==> src/rtl/mem_arbiter.sv <==
`default_nettype none
// ============================================================================
//  Module      : mem_arbiter
//  Description : Shares one single-port synchronous memory (1-cycle read
//                latency) between an instruction-fetch requester and a
//                data load/store requester. At most one memory command is
//                issued per cycle and every granted access produces a
//                single-cycle valid pulse on the owner's side.
//                Default policy: data priority with a fetch starvation guard.
//                Optional: define MEM_ARB_RR_EN for round-robin arbitration
//                (the starvation counter is then not built).
//  Revision    : 1.0 - initial release
// ============================================================================
module mem_arbiter #(
    parameter int ADDR_W     = 32,
    parameter int DATA_W     = 32,
    parameter int IDX_W      = 8,
    parameter int STARVE_MAX = 4
) (
    input  logic              clk,
    input  logic              rst_n,
    // instruction fetch requester
    input  logic              i_if_req,
    input  logic [ADDR_W-1:0] i_if_addr,
    output logic              o_if_gnt,
    output logic              o_if_valid,
    output logic [DATA_W-1:0] o_if_rdata,
    // data load/store requester
    input  logic              i_d_req,
    input  logic              i_d_we,
    input  logic [ADDR_W-1:0] i_d_addr,
    input  logic [DATA_W-1:0] i_d_wdata,
    output logic              o_d_gnt,
    output logic              o_d_valid,
    output logic [DATA_W-1:0] o_d_rdata,
    // memory macro side
    output logic              o_mem_en,
    output logic              o_mem_we,
    output logic [IDX_W-1:0]  o_mem_addr,
    output logic [DATA_W-1:0] o_mem_wdata,
    input  logic [DATA_W-1:0] i_mem_rdata
);

    // ------------------------------------------------------------------
    // Declarations
    // ------------------------------------------------------------------
    logic              w_if_win;     // fetch wins arbitration (ungated)
    logic              w_d_win;      // data wins arbitration (ungated)
    logic              w_if_gnt;     // fetch grant, forced low in reset
    logic              w_d_gnt;      // data grant, forced low in reset

    logic [1:0]        pend_d;       // owner of the in-flight access {if, d}
    logic [1:0]        pend_q;
    logic              d_rd_d;       // in-flight data access is a read
    logic              d_rd_q;
    logic [DATA_W-1:0] if_rdata_d;
    logic [DATA_W-1:0] if_rdata_q;
    logic [DATA_W-1:0] d_rdata_d;
    logic [DATA_W-1:0] d_rdata_q;

    // Address bits outside the word index are intentionally ignored.
    logic              w_unused;
    assign w_unused = ^{i_if_addr[ADDR_W-1:IDX_W+2], i_if_addr[1:0],
                        i_d_addr[ADDR_W-1:IDX_W+2], i_d_addr[1:0]};

`ifdef MEM_ARB_RR_EN
    // ------------------------------------------------------------------
    // Round-robin policy: last_if_q = 1 when fetch held the latest grant.
    // Resets to "data" so fetch takes the first conflict.
    // ------------------------------------------------------------------
    logic last_if_d;
    logic last_if_q;

    // Conflict goes to whichever requester did not win last time.
    always_comb begin
        w_if_win = 1'b0;
        w_d_win  = 1'b0;
        if (i_if_req && i_d_req) begin
            w_if_win = ~last_if_q;
            w_d_win  = last_if_q;
        end else begin
            w_if_win = i_if_req;
            w_d_win  = i_d_req;
        end
    end

    // Remember the owner of every grant; hold when idle.
    always_comb begin
        last_if_d = last_if_q;
        if (w_if_gnt) begin
            last_if_d = 1'b1;
        end else if (w_d_gnt) begin
            last_if_d = 1'b0;
        end
    end

    // Last-grant flag register.
    always_ff @(posedge clk or negedge rst_n) begin
        if (!rst_n) begin
            last_if_q <= 1'b0;
        end else begin
            last_if_q <= last_if_d;
        end
    end
`else
    // ------------------------------------------------------------------
    // Data-priority policy with a saturating starvation counter that
    // forces a fetch grant after STARVE_MAX consecutive denied cycles.
    // ------------------------------------------------------------------
    localparam logic [3:0] C_STARVE_MAX = 4'(STARVE_MAX);

    logic [3:0] starve_d;
    logic [3:0] starve_q;
    logic       w_force_if;

    // Data wins unless fetch has been starved long enough.
    always_comb begin
        w_force_if = (starve_q == C_STARVE_MAX) && i_if_req;
        w_d_win    = i_d_req && !w_force_if;
        w_if_win   = i_if_req && !w_d_win;
    end

    // Count denied fetch cycles, saturate at the limit, clear otherwise.
    always_comb begin
        starve_d = 4'd0;
        if (i_if_req && !w_if_gnt) begin
            if (starve_q >= C_STARVE_MAX) begin
                starve_d = C_STARVE_MAX;
            end else begin
                starve_d = starve_q + 4'd1;
            end
        end
    end

    // Starvation counter register.
    always_ff @(posedge clk or negedge rst_n) begin
        if (!rst_n) begin
            starve_q <= 4'd0;
        end else begin
            starve_q <= starve_d;
        end
    end
`endif

    // ------------------------------------------------------------------
    // Grants are combinational; reset holds them (and the memory command)
    // low so nothing reaches the macro while rst_n is asserted.
    // ------------------------------------------------------------------
    assign w_if_gnt = w_if_win & rst_n;
    assign w_d_gnt  = w_d_win  & rst_n;
    assign o_if_gnt = w_if_gnt;
    assign o_d_gnt  = w_d_gnt;

    // Memory command mux: route the winner's index and write data.
    always_comb begin
        o_mem_en    = w_if_gnt | w_d_gnt;
        o_mem_we    = w_d_gnt & i_d_we;
        o_mem_addr  = '0;
        o_mem_wdata = '0;
        if (w_d_gnt) begin
            o_mem_addr  = i_d_addr[IDX_W+1:2];
            o_mem_wdata = i_d_wdata;
        end else if (w_if_gnt) begin
            o_mem_addr  = i_if_addr[IDX_W+1:2];
        end
    end

    // ------------------------------------------------------------------
    // Response path. The memory returns data in the cycle after the
    // command, which is the same cycle the owner's valid is high. The
    // read data is forwarded straight through during that cycle and
    // captured at its closing edge so it stays stable until the next
    // completion for the same owner.
    // ------------------------------------------------------------------
    // Next-state for the owner tracking and the held read data.
    always_comb begin
        pend_d     = {w_if_gnt, w_d_gnt};
        d_rd_d     = w_d_gnt & ~i_d_we;
        if_rdata_d = if_rdata_q;
        d_rdata_d  = d_rdata_q;
        if (pend_q[1]) begin
            if_rdata_d = i_mem_rdata;
        end
        if (pend_q[0] && d_rd_q) begin
            d_rdata_d = i_mem_rdata;
        end
    end

    // Owner register and held read data; reset drops any in-flight read.
    always_ff @(posedge clk or negedge rst_n) begin
        if (!rst_n) begin
            pend_q     <= 2'b00;
            d_rd_q     <= 1'b0;
            if_rdata_q <= '0;
            d_rdata_q  <= '0;
        end else begin
            pend_q     <= pend_d;
            d_rd_q     <= d_rd_d;
            if_rdata_q <= if_rdata_d;
            d_rdata_q  <= d_rdata_d;
        end
    end

    // Completion pulses and visible read data.
    always_comb begin
        o_if_valid = pend_q[1];
        o_d_valid  = pend_q[0];
        o_if_rdata = if_rdata_d;
        o_d_rdata  = d_rdata_d;
    end

endmodule
`default_nettype wire

==> config.mk <==
export PLATFORM = sky130hd
export DESIGN_NAME = mem_arbiter
export DESIGN_NICKNAME = d
export VERILOG_FILES = /design/src/rtl/mem_arbiter.sv
export SDC_FILE = /design/constraint.sdc
export NUM_CORES = 1
export LEC_CHECK = 0
export BUFFER_PORTS_ARGS = -buffer_cell sky130_fd_sc_hd__buf_2
export CELL_PAD_IN_SITES_DETAIL_PLACEMENT = 0
export CELL_PAD_IN_SITES_GLOBAL_PLACEMENT = 1
export CORE_UTILIZATION = 28
export DETAILED_ROUTE_END_ITERATION = 16
export MAX_ROUTING_LAYER = met4
export PLACE_DENSITY = 0.77
export SKIP_CTS_REPAIR_TIMING = 1
export SYNTH_ARGS = -nofsm -noshare
export SYNTH_HDL_FRONTEND = slang
export SYNTH_SLANG_ARGS = --single-unit
==> constraint.sdc <==
create_clock -name clk -period 2.7 [get_ports clk]
set_clock_uncertainty 0.15 [all_clocks]
set_input_delay 0.81 -clock clk [delete_from_list [all_inputs] [get_ports clk]]
set_output_delay 0.81 -clock clk [all_outputs]
set_load 0.02 [all_outputs]
======== Word-level counts from Yosys, hierarchy flattened ========
Index checks and enable logic that the tools add are counted.
word-level totals
  flip-flop bits (word level) ............. 71
  input port bits ......................... 133
  output and inout bits ................... 110
  logic and storage cells ................. 29
operators by class
  $add $sub $neg .......................... 1
  magnitude comparators ................... 1
  eq/ne operators ......................... 1
  mux-type cells .......................... 7
  bitwise logic cells ..................... 6
  reduce and logical (&&, ||, !) cells .... 8
operator list
  cell                                                                                 count
  32-bit two-way mux                                                                   3
  8-bit two-way mux                                                                    2
  4-bit two-way mux                                                                    2
  1-bit logical AND                                                                    5
  4-bit by 1-bit adder with 4-bit output, second input constant                        1
  1-bit AND                                                                            4
  4-bit by 3-bit == test with 1-bit output, second input constant                      1
  4-bit by 3-bit greater-or-equal comparator with 1-bit output, second input constant  1
  1-bit logical NOT                                                                    3
  1-bit NOT                                                                            1
  1-bit bitwise OR                                                                     1

======== Depth between registers and ports, before layout ========
  depth after elaboration ................. 10
  gate-level depth with buffers ........... 6
  gate-level depth less buffers ........... 5

======== Worst setup path after synthesis ========
OpenSTA, ideal clock, no wires.
  path type ............................... input to output
  start point ............................. input rst_n
  end point ............................... output o_mem_addr[0]
  data arrival time ....................... 1590 ps
  required time ........................... 1740 ps
  setup slack ............................. 150 ps
  stages on the path ...................... 3
  path buffers ............................ 0
  cells stage by stage .................... nand2_1 -> a21oi_2 -> a22o_1
on the way
  word-level cells in the longest chain between the ends .. 3
ends and longest elaborated chain
  what                RTL line  RTL
  start: declaration  21        input logic rst_n,
  1-bit AND           149       assign w_if_gnt = w_if_win & rst_n;
  via o_if_gnt        25        output logic o_if_gnt,
  8-bit two-way mux   163       end else if (w_if_gnt) begin
  8-bit two-way mux   160       if (w_d_gnt) begin
  end: declaration    39        output logic [IDX_W-1:0] o_mem_addr,
The timed path passes the listed nets, and every way through them passes these cells.

======== Worst setup path in the final report ========
  start point ............................. register starve_q[0]
  end point ............................... output o_mem_wdata[20]
on the way
  word-level cells in the longest chain between the ends .. 6
ends and longest elaborated chain
  what                                      RTL line  RTL
  start: declaration                        113       logic [3:0] starve_q;
  start signal: assignment                  140       starve_q <= starve_d;
  4-bit by 3-bit == test with 1-bit output  118       w_force_if = (starve_q == C_STARVE_MAX) && i_if_req;
  1-bit logical AND                         118
  1-bit logical NOT                         119       w_d_win = i_d_req && !w_force_if;
  1-bit logical AND                         119
  1-bit AND                                 150       assign w_d_gnt = w_d_win & rst_n;
  32-bit two-way mux                        160
  end: declaration                          40        output logic [DATA_W-1:0] o_mem_wdata,
Every way passes these cells.

==> flow_summary.json <==
{
  "violations": "setup timing",
  "core_area_sq_um": 10320,
  "die_y_um": 105.1,
  "power_mw": 3.313,
  "io-pin-count": 243,
  "path_clk_slew_ps": 80,
  "min_delay_path_depth": 1,
  "yosysUniqueCellTypes": 21,
  "slew_viol_final": 0,
  "postLayoutCellArea_sq_um": 4556,
  "fin_crit_ps": 2853,
  "cts_tree": "yes",
  "hold_start": "starve_q[0]",
  "dp_hpwl_um": 6679,
  "cp_max_fo": 31,
  "status": "finished, violations left",
  "drt_iter0_drc": 68,
  "drv_cap": 0,
  "final_antenna_net_count": 0,
  "critical_path_arrival_ps": 1890,
  "synthesis.instances": 207,
  "pwr_density_cell_nw_per_um2": 727.3,
  "rsz0062_at_grt": "yes",
  "slowest_stage": "dfrtp_1",
  "antenna_found_initial": 0,
  "vias": 2400,
  "tightest_slew_ps": 892.3,
  "ff2ff_path_depth": 6,
  "gr-total-overflow": 0,
  "instances_no_fill": 555,
  "cts_buffers": 9,
  "critPathKind": "reg -> out",
  "syn-cell-area_sq_um": 2977,
  "worstSetupStartpointType": "flip-flop",
  "setup_viol": 40,
  "finalWorstSetupSlack_ps": -153.4,
  "wirelength_um": 8793,
  "dieArea_sq_um": 11050,
  "hold_viol_final": 0,
  "synth_warnings": 0,
  "slew_headroom_pct": 40.52,
  "r2r-start": "starve_q[0]",
  "cellLeakagePower_nw": 2.338,
  "grt_pass1_wl_um": 12830,
  "n_antenna_cell": 0,
  "rows": 37,
  "placed_area_sq_um": 4160,
  "start_util_pct": 28.83,
  "grt_pass1_vias": 2546,
  "viasPerCell": 4.324,
  "grt_max_degree": 73,
  "slowest_delay_ps": 410,
  "finalNetCount": 549,
  "crit_start": "starve_q[0]",
  "drc_errors": 0,
  "crit_required_ps": 1740,
  "critical_path.cell_chain": "inv_1 -> ha_2 -> nand3b_4 -> o211a_4 -> buf_12 -> and2_1 -> buf_2",
  "grt_use_total_pct": 16.07,
  "cts_sinks": 71,
  "clk_latency_ps": 340,
  "period_share_pct": 105.7,
  "syn_avg_cell_area_sq_um": 14.38,
  "cts_buffer_depth": 2,
  "syn-num-nets": 342,
  "drive_gt1_share_pct": 70.64,
  "h-tree-depth": 3,
  "max_freq_mhz": 350.5,
  "dp.cells": 536,
  "areaGrowthSynthToFinish_pct": 53.05,
  "cts_root_buffer": "clkbuf_8",
  "die_w_um": 105.1,
  "port_buffers": 194,
  "hold_path_class": "reg -> reg",
  "yosysSeqAreaShare_pct": 59.69,
  "ys_seq_elements": 71,
  "wl_per_cell_um": 15.84,
  "ir_drop_uv": 266.1,
  "dp_slack_ps": -52.50,
  "drt-pass1-iter-count": 4,
  "cp-end-kind": "primary output",
  "globalplace.congestion": 0.8252
}
==> cells in the final DEF (no fill, tap or decap) <==
cell type and n:
buf_4 8, buf_2 179, buf_12 2, mux2_2 62, clkbuf_16 1, and2_4 7, nand3b_4 1, nand2_4 1
a22o_1 8, dfrtp_1 71, clkbuf_8 9, mux2_1 2, nand2_1 1, clkbuf_1 1, conb_1 1, or4_1 1
nor2_1 2, and2_1 26, ha_1 1, nor2b_1 2, bufinv_16 2, inv_6 1, o21a_1 1, clkinv_4 2
ha_2 1, clkinvlp_4 1, buf_6 17, o211a_4 1, inv_1 4, a21oi_4 1, nor3_1 2
==> critical path, delay by kind of cell (launching register included) <==
family | cells | cell delay, ps
flops | 1 | 410
buf+inv | 3 | 400
simple gates | 2 | 300
fa+ha+maj | 1 | 190
compound gates | 1 | 260
==> metrics by stage <==
step	util (%)	setup TNS [ps]	hold slack (ps)
2_1_floorplan	-	0	278.8
4_1_cts	42.44	-6438	323.3
5_1_grt	44.13	-6314	349.5
6_report	44.13	-3654	320.9
3_3_place_gp	40.30	-121.5	292.7
3_5_place_dp	40.30	-333.7	312.8
==> flip-flops by register name (all words and copies together) (netlist names) <==
| register | count |
|---|---|
| if_rdata_q | 32 |
| pend_q | 2 |
| d_rdata_q | 32 |
| starve_q | 4 |
| d_rd_q | 1 |
==> layer usage <==
metal | share of wire (%) | global-route usage (%) | routed length (um)
met5 | 0 | - | 0
met4 | 2.0 | 8.451 | 179
met2 | 54 | 29.09 | 4771
met1 | 38 | 16.18 | 3378
met3 | 5.3 | 3.431 | 464
==> report_power, final <==
part / switching (mW) / total (mW) / internal [mW]
clock network: 0.412 / 0.939 / 0.527
registers: 0.0521 / 1.33 / 1.28
logic: 0.615 / 1.04 / 0.429
total: 1.08 / 3.31 / 2.23
==> cells in the mapped netlist <==
cell | instances | share of area, %
and2_1 | 33 | 6.9
clkbuf_2 | 2 | 0.34
nand2_1 | 2 | 0.25
buf_2 | 7 | 1.2
buf_6 | 1 | 0.38
nor2_1 | 2 | 0.25
inv_1 | 4 | 0.50
nor2b_1 | 2 | 0.42
mux2_2 | 62 | 23
o21a_1 | 1 | 0.25
mux2_1 | 2 | 0.76
or4_1 | 1 | 0.25
clkbuf_1 | 1 | 0.13
a22o_1 | 8 | 2.4
ha_1 | 2 | 0.84
a21oi_2 | 1 | 0.29
nor3_1 | 2 | 0.34
conb_1 | 1 | 0.13
o211a_4 | 1 | 0.59
dfrtp_1 | 71 | 60
nand3b_4 | 1 | 0.67
==> cells by family (layout without fill, tap and decap cells) <==
logic type               Yosys count  count (layout)  synth area share, %
AO/OA/AOI/OAI                     11              11                3.489
adder cells (fa/ha/maj)            2               2               0.8406
buffers and inverters             15             227                2.522
flip-flops                        71              71                59.69
multiplexers                      64              64                24.21
other                              1               1               0.1260
AND/OR/NAND/NOR                   43              43                9.122
==> final timing paths <==
kind                                    to  slack, ps
setup / recovery           o_mem_wdata[20]       -150
max in group asynchronous    d_rdata_q[19]       1230
hold / removal                 starve_q[0]        320
min in group asynchronous    d_rdata_q[10]        600
hold reg to reg                starve_q[0]        320
setup reg to reg                    d_rd_q       1150
==> cell type report <==
class	count	area (sq um)
Inverter	4	15.01
Fill cell	978	5768
Multi-Input combinational cell	121	1160
Clock buffer	10	127.6
Clock inverter	6	93.84
Tap cell	136	170.2
Sequential cell	71	1777
Timing Repair Buffer	207	1212
No activity file was read; power rests on OpenSTA's default activity.
